**src/rtl/uart_rx_frame.sv**
```systemverilog
// uart_rx_frame: oversampling UART receiver, DATA_W data bits LSB first,
// optional even/odd parity, one stop bit, one-cycle RX_DONE per frame.
// Build option: define UART_RX_MAJORITY_EN to decide each bit by 2-of-3
// majority of the samples at ticks D-2, D-1, D (D = PRESCALE/2+1); without
// it the bit is the single sample at tick PRESCALE/2. Decision latency is
// the same in both builds.
module uart_rx_frame #(
  parameter int unsigned DATA_W   = 8,
  parameter int unsigned PRESCALE = 8
) (
  input  logic              clk,
  input  logic              reset,
  input  logic              RX_IN,
  input  logic              PAR_EN,
  input  logic              PAR_TYP,
  output logic [DATA_W-1:0] P_DATA_OUT,
  output logic              RX_DONE,
  output logic              PAR_ERR,
  output logic              STP_ERR,
  output logic              Busy
);

  localparam int unsigned TK_W = $clog2(PRESCALE);
  localparam int unsigned BC_W = $clog2(DATA_W);
  localparam int unsigned DEC  = PRESCALE / 2 + 1;

  localparam logic [TK_W-1:0] TK_ONE  = TK_W'(1);
  localparam logic [TK_W-1:0] TK_LAST = TK_W'(PRESCALE - 1);
  localparam logic [TK_W-1:0] TK_DEC  = TK_W'(DEC);
  localparam logic [TK_W-1:0] TK_MID  = TK_W'(PRESCALE / 2);
  localparam logic [BC_W-1:0] BC_ONE  = BC_W'(1);
  localparam logic [BC_W-1:0] BC_LAST = BC_W'(DATA_W - 1);

  typedef enum logic [2:0] {
    ST_IDLE,
    ST_START,
    ST_DATA,
    ST_PARITY,
    ST_STOP
  } state_t;

  state_t            r_state;
  logic [TK_W-1:0]   r_tk;
  logic [BC_W-1:0]   r_bc;
  logic [DATA_W-1:0] r_shift;
  logic              r_pe;
  logic              r_pt;
  logic              r_par_res;
  logic              r_s1;
  logic [DATA_W-1:0] r_data;
  logic              r_done;
  logic              r_par_err;
  logic              r_stp_err;
  logic              r_busy;
  logic              w_bit;
  logic              w_wrap;
  logic              w_dec;

  assign w_wrap = (r_tk == TK_LAST);
  assign w_dec  = (r_tk == TK_DEC);

`ifdef UART_RX_MAJORITY_EN
  logic r_s0;

  // Capture the earliest of the three majority samples
  always_ff @(posedge clk or negedge reset) begin
    if (!reset) begin
      r_s0 <= 1'b0;
    end else if (r_state != ST_IDLE && r_tk == TK_W'(DEC - 2)) begin
      r_s0 <= RX_IN;
    end
  end

  assign w_bit = (r_s0 & r_s1) | (r_s0 & RX_IN) | (r_s1 & RX_IN);
`else
  assign w_bit = r_s1;
`endif

  // Frame FSM: tick/bit counters, shift register, registered outputs
  always_ff @(posedge clk or negedge reset) begin
    if (!reset) begin
      r_state   <= ST_IDLE;
      r_tk      <= '0;
      r_bc      <= '0;
      r_shift   <= '0;
      r_pe      <= 1'b0;
      r_pt      <= 1'b0;
      r_par_res <= 1'b0;
      r_s1      <= 1'b0;
      r_data    <= '0;
      r_done    <= 1'b0;
      r_par_err <= 1'b0;
      r_stp_err <= 1'b0;
      r_busy    <= 1'b0;
    end else begin
      r_done <= 1'b0;
      if (r_state != ST_IDLE && r_tk == TK_MID) begin
        r_s1 <= RX_IN;
      end
      if (r_state != ST_IDLE) begin
        r_tk <= w_wrap ? '0 : r_tk + TK_ONE;
      end
      case (r_state)
        ST_IDLE: begin
          if (!RX_IN) begin
            r_state   <= ST_START;
            r_tk      <= TK_ONE;
            r_bc      <= '0;
            r_pe      <= PAR_EN;
            r_pt      <= PAR_TYP;
            r_par_res <= 1'b0;
            r_busy    <= 1'b1;
          end
        end
        ST_START: begin
          if (w_dec && w_bit) begin
            r_state <= ST_IDLE;
            r_tk    <= '0;
            r_busy  <= 1'b0;
          end else if (w_wrap) begin
            r_state <= ST_DATA;
          end
        end
        ST_DATA: begin
          if (w_dec) begin
            r_shift <= {w_bit, r_shift[DATA_W-1:1]};
          end
          if (w_wrap) begin
            if (r_bc == BC_LAST) begin
              r_bc    <= '0;
              r_state <= r_pe ? ST_PARITY : ST_STOP;
            end else begin
              r_bc <= r_bc + BC_ONE;
            end
          end
        end
        ST_PARITY: begin
          if (w_dec) begin
            r_par_res <= ((^r_shift) ^ w_bit) != r_pt;
          end
          if (w_wrap) begin
            r_state <= ST_STOP;
          end
        end
        ST_STOP: begin
          if (w_dec) begin
            r_data    <= r_shift;
            r_stp_err <= ~w_bit;
            r_par_err <= r_pe & r_par_res;
            r_done    <= 1'b1;
            r_state   <= ST_IDLE;
            r_tk      <= '0;
            r_busy    <= 1'b0;
          end
        end
        default: begin
          r_state <= ST_IDLE;
          r_tk    <= '0;
          r_busy  <= 1'b0;
        end
      endcase
    end
  end

  assign P_DATA_OUT = r_data;
  assign RX_DONE    = r_done;
  assign PAR_ERR    = r_par_err;
  assign STP_ERR    = r_stp_err;
  assign Busy       = r_busy;

endmodule
```
**config.mk**
```make
export PLATFORM = sky130hd
export DESIGN_NAME = uart_rx_frame
export DESIGN_NICKNAME = d
export VERILOG_FILES = /design/src/rtl/uart_rx_frame.sv
export SDC_FILE = /design/constraint.sdc
export NUM_CORES = 1
export LEC_CHECK = 0
export ABC_AREA = 1
export CAP_MARGIN = 0
export CORE_ASPECT_RATIO = 0.9
export CORE_MARGIN = 3
export CORE_UTILIZATION = 50
export DETAILED_ROUTE_END_ITERATION = 10
export PLACE_DENSITY = 0.74
export SLEW_MARGIN = 20
export SYNTH_ARGS = -nofsm -noshare
export SYNTH_HDL_FRONTEND = slang
export SYNTH_SLANG_ARGS = --single-unit
```
**constraint.sdc**
```tcl
create_clock -name clk -period 1.2 [get_ports clk]
set_input_delay 0.18 -clock clk [delete_from_list [all_inputs] [get_ports clk]]
set_output_delay 0.18 -clock clk [all_outputs]
set_load 0.02 [all_outputs]
```
==> results.txt <==
Yosys warning count: 0
first-pass GRT wire length: 5820 um
register area: 827 um^2
gr usage total: 19.8%
final hold violation count: 0
RR Endpoint: r_pt
share of the synthesized area in the top cell type: 50.0%
top cell type by total area after synthesis: dfrtp_1
Initial Util: 53.1%
Final min period: 1320 ps
Mapped Nets: 208
antenna viol nets, final: 0
Arr. time, crit path: 1490 ps
fin crit share: 110%
maximum vdd ir drop: 0.00137 V
area of the multi-input gates: 795 um^2
violated checks: setup timing
R2R setup slack: -120 ps
mapped cell area: 0.00165 mm^2
Worst R2R Start: r_state[0]
Pwr Total: 4.49 mW
Avg Vias per Cell: 5.04
DRT Pass-1 Iters: 6
Post-Route WL: 3420 um
prevailing post-synth register cell: dfrtp_1
hold_buf cts: 0
Root Driver: clkbuf_8
slew at the pin closest to its max-slew limit: 261 ps
Synth cell types: 24
Slew headroom: 82.6%
Leak: 1.11 nW
R2R depth: 5
Detailed Place HPWL: 2440 um
Worst-Skew Late Latency: 290 ps
Area contributors post-synth: dfrtp_1, nand2_1, inv_1
P_int: 2.72 mW
Syn Inst Count: 197
Pwr Density: 2060 mW/mm^2
Bufs on Longest Clock Path: 2
# setup viols final: 28
sequential share of the synthesized area: 50.0%
pins over their slew limit: 0
combinational share of power: 46.1%
CTS sink cnt: 33
setup slack after layout: -118 ps
Setup CP Type: reg -> reg
P_sw: 1.78 mW
CTS clk-pin slew, worst paths: 60 ps
Die X: 66.6 um
Die ar.: 0.00403 mm^2
PortBufs: 16
TritonCTS Buffers: 5
Final Instance Count excl. Fillers: 275
GP Congestion: 0.844
Yosys reg bits: 33
DRC Markers: 0
DR vias: 1386
clock skew: 3.31 ps
Rows: 19
placed cell count: 263
layout cells sized above 1: 27.5%
# fillers: 233
sequential share of power: 35.2%
number of global-route vias before repair: 1328
most common cell after layout, fill and taps aside: nand2_1
Critical Path Fanout Max: 5
Inserted Diodes: 0
worst min path class: in -> async
Core Footprint: 0.00311 mm^2
DR WL/cell: 12.4 um
Setup crit start kind: flip-flop
syn avg cell area: 8.39 um^2
starting DRC count in detailed routing: 67
I/O Pins: 17
Area Growth Syn to Fin: 31.9%
clock group share of total power: 18.8%
hold_ws: 265 ps
Post-synth EDFFs: 0
TNS Setup: -1610 ps
switching share of power: 39.5%
CTS tree: yes
ys async rst share: 100%
Die Y: 60.5 um
H-tree levels: 2
initial antenna violation count: 0
max_cap viols: 0
CP Data Required Time: 1370 ps
grt ovf: 0
RSZ-0062 raised after global routing: true
critical path capture point type: flip-flop
status: finished, violations left
Final #Nets: 244
largest net degree at the start of global routing: 34
commonest non-fill, non-tap cells in the layout: nand2_1, dfrtp_1, inv_1, o21ai_1, buf_4
fmax: 0.759 GHz
-- worst max-delay path, cell delays in order (launching register included) --
cell,delay (ps)
dfrtp_1,410
nor2_2,120
inv_2,60
nor2_4,180
nand2_4,120
mux2_4,310
-- timing repair --
action | CTS | global route
pin swaps | 2 | 8
hold endpoints to repair | 0 | 0
cloned | 0 | 0
gates resized for setup | 20 | 33
buffers inserted | 2 | 3
setup endpoints to repair | 44 | 38
-- worst max-delay path by stage --
stage,start,to
floorplan,r_state[1],r_pe
detailed placement,RX_IN,r_pt
finish,r_state[0],r_pt
global route,r_state[2],r_tk[0]
CTS,r_tk[0],r_bc[2]
global placement,RX_IN,r_pt
-- flip-flops by register name (all words and copies together) (netlist names), 3 cells and up --
register	count
P_DATA_OUT	8
r_shift	8
r_bc	3
r_state	3
r_tk	3
-- per-layer routing --
metal	up-vias	global-route usage, %	share of wire [%]
met5	-	0	0
met4	0	11.3	2.5
met3	8	4.63	3.3
met2	18	32.2	49
met1	669	24.4	45
li1	691	-	-
-- final cells by class --
type                    count  share of cell area, %
clock buffers               7                   3.96
multi-input cells         130                   36.4
repair buffers             32                   13.9
well taps                  42                   2.41
inverters                  31                   5.34
flip-flops and latches     33                   37.9
-- logic make-up after synthesis --
logic type               Yosys count  synth area share [%]
AO/OA/AOI/OAI                     35                  11.2
XOR/XNOR                           3                  1.59
adder cells (fa/ha/maj)            6                  4.54
buffers and inverters             34                  8.33
flip-flops                        33                  50.0
multiplexers                       2                  1.82
AND/OR/NAND/NOR                   84                  22.6
-- synth_stat cells, drive strengths merged, types with 2 or more instances --
library cell	n
buf	3
inv	31
a21oi	3
o21ai	30
o22ai	2
nand2	60
nor2	11
dfrtp	33
nand3	11
ha	6
xnor2	2
mux2	2
-- through the flow --
stage	area (um^2)	util (%)	setup slack, ps
2_1_floorplan	1670	-	-52.2
3_3_place_gp	1970	63.3	-117
3_5_place_dp	1970	63.3	-141
4_1_cts	2070	66.6	-97.6
5_1_grt	2180	70.0	-204
6_report	2180	70.0	-118
-- power by group through the flow --
| stage | Sequential (mW) | Combinational (mW) | Clock [mW] |
|---|---|---|---|
| detailed placement | 1.59 | 1.72 | 0 |
| global placement | 1.57 | 1.66 | 0 |
| floorplan | 1.60 | 1.12 | 0 |
| finish | 1.58 | 2.07 | 0.842 |
| global route | 1.62 | 2.31 | 0.916 |
| CTS | 1.57 | 1.79 | 0.872 |
Power figures use the tool's default switching activity.
